--- src/rtl/datamem_responder_if.sv ---
// Data-memory control bundle between the datapath (master) and the responder (slave).
// With DMEM_ACCESS_COUNT_EN defined the bundle also carries the access counters.
interface datamem_responder_if;
    logic        MemRead;
    logic        MemWrite;
    logic [2:0]  Funct3;
    logic [31:0] Addr;
    logic [31:0] WrData;
    logic [31:0] RdData;
    logic        Stall;
    logic        Done;
    logic        AccessErr;
`ifdef DMEM_ACCESS_COUNT_EN
    logic [31:0] RdCount;
    logic [31:0] WrCount;
`endif

`ifdef DMEM_ACCESS_COUNT_EN
    modport master (
        output MemRead, MemWrite, Funct3, Addr, WrData,
        input  RdData, Stall, Done, AccessErr, RdCount, WrCount
    );
    modport slave (
        input  MemRead, MemWrite, Funct3, Addr, WrData,
        output RdData, Stall, Done, AccessErr, RdCount, WrCount
    );
`else
    modport master (
        output MemRead, MemWrite, Funct3, Addr, WrData,
        input  RdData, Stall, Done, AccessErr
    );
    modport slave (
        input  MemRead, MemWrite, Funct3, Addr, WrData,
        output RdData, Stall, Done, AccessErr
    );
`endif
endinterface

--- src/rtl/datamem_responder.sv ---
// Data-memory responder: byte/half/word access to a word array after LATENCY wait states.
// Optional macro DMEM_ACCESS_COUNT_EN adds good-load / good-store counters.
module datamem_responder #(
    parameter int ADDR_WIDTH = 9,
    parameter int LATENCY    = 2
) (
    input logic                 clk,
    input logic                 reset,
    datamem_responder_if.slave  bus
);
    localparam int         WORDS    = 2 ** (ADDR_WIDTH - 2);
    localparam logic [3:0] LAT_INIT = 4'(LATENCY);

    typedef enum logic [1:0] {IDLE, WAIT, RESP} state_t;

    state_t                state;
    logic [3:0]            cnt;
    logic [31:0]           rd_data_r;
    logic                  done_r;
    logic                  err_r;

    logic [ADDR_WIDTH-1:0] addr_q;
    logic [2:0]            funct3_q;
    logic [31:0]           wrdata_q;
    logic                  store_q;

    logic [31:0]           mem [WORDS];

    logic                  req;
    logic                  in_idle;
    logic                  go_resp;
    logic [ADDR_WIDTH-1:0] eff_addr;
    logic [2:0]            eff_f3;
    logic [31:0]           eff_wrdata;
    logic                  eff_store;
    logic                  eff_err;
    logic [3:0]            eff_be;
    logic [31:0]           eff_lanes;
    logic [31:0]           rd_word;
    logic                  unused_addr_bits;

    function automatic logic access_err(input logic [2:0] f3, input logic st,
                                        input logic [1:0] a);
        logic e;
        case (f3)
            3'b000:         e = 1'b0;
            3'b001:         e = a[0];
            3'b010:         e = (a != 2'b00);
            3'b100, 3'b101: e = st | (f3[0] & a[0]);
            default:        e = 1'b1;
        endcase
        return e;
    endfunction

    function automatic logic [3:0] byte_en(input logic [2:0] f3, input logic [1:0] a);
        logic [3:0] be;
        case (f3[1:0])
            2'b00:   be = 4'b0001 << a;
            2'b01:   be = a[1] ? 4'b1100 : 4'b0011;
            default: be = 4'b1111;
        endcase
        return be;
    endfunction

    // Replicate store data across lanes so the byte enables alone pick the target.
    function automatic logic [31:0] store_lanes(input logic [2:0] f3, input logic [31:0] d);
        logic [31:0] l;
        case (f3[1:0])
            2'b00:   l = {4{d[7:0]}};
            2'b01:   l = {2{d[15:0]}};
            default: l = d;
        endcase
        return l;
    endfunction

    function automatic logic [31:0] load_extend(input logic [31:0] word, input logic [2:0] f3,
                                                input logic [1:0] a);
        logic [7:0]  b;
        logic [15:0] h;
        logic [31:0] r;
        b = word[{a, 3'b000} +: 8];
        h = a[1] ? word[31:16] : word[15:0];
        case (f3)
            3'b000:  r = {{24{b[7]}}, b};
            3'b100:  r = {24'h0, b};
            3'b001:  r = {{16{h[15]}}, h};
            3'b101:  r = {16'h0, h};
            3'b010:  r = word;
            default: r = 32'h0;
        endcase
        return r;
    endfunction

    assign req     = bus.MemRead | bus.MemWrite;
    assign in_idle = (state == IDLE);

    // With LATENCY=0 the commit edge is also the capture edge, so use live inputs in IDLE.
    assign eff_addr   = in_idle ? bus.Addr[ADDR_WIDTH-1:0] : addr_q;
    assign eff_f3     = in_idle ? bus.Funct3 : funct3_q;
    assign eff_wrdata = in_idle ? bus.WrData : wrdata_q;
    assign eff_store  = in_idle ? bus.MemWrite : store_q;
    assign eff_err    = access_err(eff_f3, eff_store, eff_addr[1:0]);
    assign eff_be     = byte_en(eff_f3, eff_addr[1:0]);
    assign eff_lanes  = store_lanes(eff_f3, eff_wrdata);
    assign rd_word    = mem[eff_addr[ADDR_WIDTH-1:2]];

    assign go_resp = reset && ((in_idle && req && (LATENCY == 0)) ||
                               ((state == WAIT) && (cnt == 4'd1)));

    assign unused_addr_bits = ^bus.Addr[31:ADDR_WIDTH];

    assign bus.Stall     = reset && ((in_idle && req) || (state == WAIT));
    assign bus.Done      = done_r;
    assign bus.RdData    = rd_data_r;
    assign bus.AccessErr = err_r;

    // Request capture: data only, no reset needed.
    always_ff @(posedge clk) begin
        if (in_idle && req) begin
            addr_q   <= bus.Addr[ADDR_WIDTH-1:0];
            funct3_q <= bus.Funct3;
            wrdata_q <= bus.WrData;
            store_q  <= bus.MemWrite;
        end
    end

    // Store commit on the edge entering RESP; the array survives reset.
    always_ff @(posedge clk) begin
        if (go_resp && eff_store && !eff_err) begin
            for (int i = 0; i < 4; i++) begin
                if (eff_be[i]) begin
                    mem[eff_addr[ADDR_WIDTH-1:2]][8*i +: 8] <= eff_lanes[8*i +: 8];
                end
            end
        end
    end

    always_ff @(posedge clk or negedge reset) begin
        if (!reset) begin
            state     <= IDLE;
            cnt       <= 4'd0;
            rd_data_r <= 32'h0;
            done_r    <= 1'b0;
            err_r     <= 1'b0;
        end else begin
            done_r <= go_resp;
            case (state)
                IDLE: begin
                    if (req) begin
                        cnt   <= LAT_INIT;
                        state <= (LATENCY == 0) ? RESP : WAIT;
                    end
                end
                WAIT: begin
                    cnt <= cnt - 4'd1;
                    if (cnt == 4'd1) state <= RESP;
                end
                default: state <= IDLE;
            endcase
            if (go_resp) begin
                rd_data_r <= (eff_store || eff_err) ? 32'h0
                                                    : load_extend(rd_word, eff_f3, eff_addr[1:0]);
                err_r     <= eff_err;
            end
        end
    end

`ifdef DMEM_ACCESS_COUNT_EN
    logic [31:0] rd_count;
    logic [31:0] wr_count;

    assign bus.RdCount = rd_count;
    assign bus.WrCount = wr_count;

    // Counts update on the commit edge so they are current while Done is high.
    always_ff @(posedge clk or negedge reset) begin
        if (!reset) begin
            rd_count <= 32'h0;
            wr_count <= 32'h0;
        end else if (go_resp && !eff_err) begin
            if (eff_store) wr_count <= wr_count + 32'd1;
            else           rd_count <= rd_count + 32'd1;
        end
    end
`endif

endmodule
--- src/flat_wrapper.sv ---
// flat-port wrapper written by rule: the top's interface ports become plain ports
module datamem_responder_flat 
#(
    parameter int ADDR_WIDTH = 9,
    parameter int LATENCY    = 2
)
  (clk, reset, bus_MemRead, bus_MemWrite, bus_Funct3, bus_Addr, bus_WrData, bus_RdData, bus_Stall, bus_Done, bus_AccessErr);
  datamem_responder_if bus_i ();
  input logic clk;
  input logic reset;
  input wire logic [$bits(bus_i.MemRead)-1:0] bus_MemRead;
  input wire logic [$bits(bus_i.MemWrite)-1:0] bus_MemWrite;
  input wire logic [$bits(bus_i.Funct3)-1:0] bus_Funct3;
  input wire logic [$bits(bus_i.Addr)-1:0] bus_Addr;
  input wire logic [$bits(bus_i.WrData)-1:0] bus_WrData;
  output wire logic [$bits(bus_i.RdData)-1:0] bus_RdData;
  output wire logic [$bits(bus_i.Stall)-1:0] bus_Stall;
  output wire logic [$bits(bus_i.Done)-1:0] bus_Done;
  output wire logic [$bits(bus_i.AccessErr)-1:0] bus_AccessErr;
  assign bus_i.MemRead = bus_MemRead;
  assign bus_i.MemWrite = bus_MemWrite;
  assign bus_i.Funct3 = bus_Funct3;
  assign bus_i.Addr = bus_Addr;
  assign bus_i.WrData = bus_WrData;
  assign bus_RdData = bus_i.RdData;
  assign bus_Stall = bus_i.Stall;
  assign bus_Done = bus_i.Done;
  assign bus_AccessErr = bus_i.AccessErr;
  datamem_responder #(.ADDR_WIDTH(ADDR_WIDTH), .LATENCY(LATENCY)) u_core (.clk(clk), .reset(reset), .bus(bus_i));
endmodule
--- config.mk ---
export PLATFORM = sky130hd
export DESIGN_NAME = datamem_responder_flat
export DESIGN_NICKNAME = d
export VERILOG_FILES = /design/src/rtl/datamem_responder_if.sv /design/src/rtl/datamem_responder.sv /design/src/flat_wrapper.sv
export SDC_FILE = /design/constraint.sdc
export NUM_CORES = 2
export LEC_CHECK = 0
export BUFFER_PORTS_ARGS = -buffer_cell sky130_fd_sc_hd__buf_2
export CORE_MARGIN = 3
export CORE_UTILIZATION = 30
export CTS_CLUSTER_DIAMETER = 100
export DETAILED_ROUTE_END_ITERATION = 10
export PLACE_DENSITY = 0.53
export REMOVE_ABC_BUFFERS = 1
export SYNTH_ARGS = -nofsm -noshare
export SYNTH_HDL_FRONTEND = slang
export SYNTH_SLANG_ARGS = --single-unit
--- constraint.sdc ---
create_clock -name clk -period 11.6 [get_ports clk]
set_input_delay 1.74 -clock clk [delete_from_list [all_inputs] [get_ports clk]]
set_output_delay 1.74 -clock clk [all_outputs]
set_load 0.01 [all_outputs]
==> impl_metrics.csv <==
group,metric,value,unit
status,status,"finished with violations",
status,violations,"capacitance limit, slew limit",
layout,seq_area,125000,um2
routing,drt.antenna.violating_nets,0,
placement,port_buffers,82,
timing,relSlewSlack,-0.708,%
floorplan,core_region_area,523000,um2
floorplan,rows,265,
clock_network,cts_root_buffer,"clkbuf_16",
clock_network,clockBufferDepth,4,
routing,first_iter_violations,12700,
yosys,ys_top_cells_by_area,"edfxtp_1 (79%), o22ai_1 (5.3%), nor3_1 (2.7%)",
timing,period_minus_slack,7800,ps
timing,slew_violations,1,
timing,timing.hold.ws,558,ps
power,p_int,30.4,mW
clock_network,htreeDepth,5,
routing,drc,0,
worst_setup_path,crit_path_start_kind,"flip-flop",
worst_hold_path,hp-start,"u_core.cnt[1]",
timing,setup_viol,0,
clock_network,clk_latency,990,ps
power,vdd_drop_max,0.000231,V
power,leakage,56.7,nW
layout,layout_commonest_cell,"edfxtp_1",
yosys,synth_cell_types,79,
worst_setup_path,path_buf_inv,5,
yosys,syn_area_per_cell,15.6,um2
layout,layout_common_cells,"edfxtp_1 (4141), o22ai_1 (1336), nand2_1 (769), nor3_1 (767), buf_4 (612)",
floorplan,die_h,731,um
floorplan,start_util,30.2,%
worst_setup_path,endpoint_kind,"flip-flop",
power,p_seq_share,41.7,%
routing,wl_per_cell,30.2,um
worst_setup_path,crit_top_cell,"buf_4",
worst_setup_path,critPathArrivalTime,8480,ps
placement,gp_congestion,0.835,
worst_setup_path,crit_required,12290,ps
global_routing,grt_pass1_wl,748000,um
placement,dp_hpwl,315000,um
layout,multi_input_area,30200,um2
clock_network,clk_pin_slew,60,ps
floorplan,die_x,731,um
yosys,yosys_register_bits,4181,
worst_setup_path,crit_type,"reg -> reg",
yosys,ys.flop_type,"edfxtp_1",
routing,vias,99500,
timing,hold_violations,0,
power,powerDensity,264,nW/um2
layout,nFillCells,49900,
yosys,syn_inst,10100,
worst_setup_path,cp-startpoint,"u_core.state[1]",
power,power,48.4,mW
layout,final_util,35.1,%
power,comb_power_share,31.0,%
routing,via_per_inst,5.58,
worst_setup_path,crit_family,"simple AND/OR/NAND/NOR gates",
global_routing,grt_overflow_total,0,
clock_network,cts_resized,0,
worst_setup_path,crit_chain,"nor2_4, buf_4, mux2i_4, buf_4, a31oi_1, o21ai_0, nand2_1, nor2_1, nand3_4, buf_4, buf_4, nor3_1, buf_4",
worst_hold_path,min_path_type,"reg -> reg",
yosys,yosysSeqAreaShare,79.4,%
yosys,post_synth_instance_area,158000,um2
yosys,synth_edf_count,4141,
timing,tightestPinTransition,1470,ps
clock_network,clock_sinks,4181,
worst_setup_path,critical-path-max-stage-delay,880,ps
global_routing,grt_usage,19.3,%
global_routing,first_global_vias,94000,
floorplan,die_area,535000,um2
routing,dr.pass1.iters,6,
worst_setup_path,rr_startpoint,"u_core.state[1]",
yosys,synth_top_area_share,78.8,%
job,cap_violations,2,
clock_network,postCtsSetupBuffers,0,
clock_network,cts.hold.buffers_added,0,
global_routing,antenna_found_initial,47,
power,pwr-share-clk,27.4,%
worst_setup_path,critPathSlowestCell,"nand3_4",
yosys,async_flop_share,0.957,%
worst_setup_path,crit_fanout,55,
global_routing,grt_max_degree,129,
layout,syn_to_final_growth,16.3,%
timing,rsz0062_at_grt,"no",
timing,fin_skew,46.2,ps
timing,fin_crit_sh,67.2,%
floorplan,num_io_pins,106,
layout,final_net_count,10600,
clock_network,cts_tree,"yes",
yosys,synth_top_area_cell,"edfxtp_1",
yosys,yosys_warnings,0,
layout,drive_gt1_share,13.9,%
routing,routed_wl,538000,um
timing,fmax,128,MHz
power,switching_share,37.2,%
clock_network,cts_buffers,424,
power,p_sw,18.0,mW
==> cells in the mapped netlist, drive strengths merged, types with 32 or more instances <==
| master | number |
|---|---|
| a32oi | 60 |
| edfxtp | 4141 |
| o41ai | 32 |
| nand3 | 141 |
| a211oi | 34 |
| and3 | 68 |
| o22a | 45 |
| o21ai | 292 |
| o22ai | 1336 |
| clkbuf | 382 |
| nand2 | 791 |
| o32ai | 36 |
| o221ai | 140 |
| buf | 406 |
| nor3 | 845 |
| a31oi | 130 |
| a32o | 49 |
| mux2i | 121 |
| nor4 | 88 |
| nor2 | 508 |
| dfrtp | 40 |
| a21oi | 187 |
==> through the flow <==
step	std cells	TNS, ps	setup WS (ps)	instance area (um2)
2_1_floorplan	9343	-3671920	-13000	154000
3_3_place_gp	17000	0	4010	170000
3_5_place_dp	17000	0	4080	170000
4_1_cts	17800	0	4080	183000
5_1_grt	17800	0	3570	184000
6_report	17800	0	3800	184000
==> metal layers <==
layer | vias to the layer above | global-route usage, % | wire length (um)
met5 | - | 0 | 170
met4 | 28 | 5.77 | 17300
met3 | 729 | 3.97 | 52000
met2 | 4951 | 30.0 | 243000
met1 | 52100 | 27.3 | 225000
li1 | 41700 | - | -
==> worst reg2reg max path: cells and delay by family, from the launching register on <==
family,cells,cell delay [ps]
and+or+nand+nor,5,3190
buffers and inverters,5,2660
DFF,1,600
muxes,1,670
AOI/OAI and AO/OA,2,380
==> sequential cells by signal (all words and copies together) (netlist names) <==
name	cells
u_core.addr_q	9
u_core.bus.AccessErr	1
u_core.funct3_q	3
u_core.bus.Done	1
u_core.cnt	4
u_core.state	2
u_core.wrdata_q	32
u_core.store_q	1
u_core.bus.RdData	32
u_core.mem	4096
==> cell families (layout without fill, tap and decap cells) <==
group / Yosys count / in the layout / share of synthesized area, %
fa+ha+maj: 2 / 2 / 0.0159
mux: 128 / 128 / 0.820
compound gates: 2492 / 2492 / 10.4
buf+inv: 810 / 1544 / 2.18
xor+xnor: 2 / 2 / 0.0111
flops: 4181 / 4181 / 79.4
simple gates: 2516 / 2516 / 7.19
other cells: 0 / 23 / 0
==> worst paths after layout <==
path,depth (start not counted),slack (ps),endpoint
max,13,3800,u_core.mem[46][23]
min reg2reg,2,560,u_core.cnt[1]
min in group asynchronous,1,690,u_core.bus.RdData[28]
max in group asynchronous,2,10040,u_core.bus.RdData[2]
max reg2reg,13,3800,u_core.mem[46][23]
min,2,560,u_core.cnt[1]
==> power groups by stage <==
stage / clock network (mW) / registers [mW] / logic, mW
CTS: 13.4 / 20.2 / 14.9
finish: 13.2 / 20.2 / 15.0
global route: 14.0 / 20.2 / 15.7
global placement: 0 / 20.5 / 14.7
detailed placement: 0 / 20.5 / 14.8
floorplan: 0 / 21.0 / 8.05
==> final cells by class <==
class                   instances  share of cell area (%)
well taps                    6942                    4.73
clock buffers                 518                    6.03
diodes                         23                  0.0314
repair buffers                739                    3.23
multi-input cells            5140                    16.5
inverters                      22                  0.0559
flip-flops and latches       4181                    68.3
clock inverters               265                    1.17
Power figures use the tool's default switching activity.
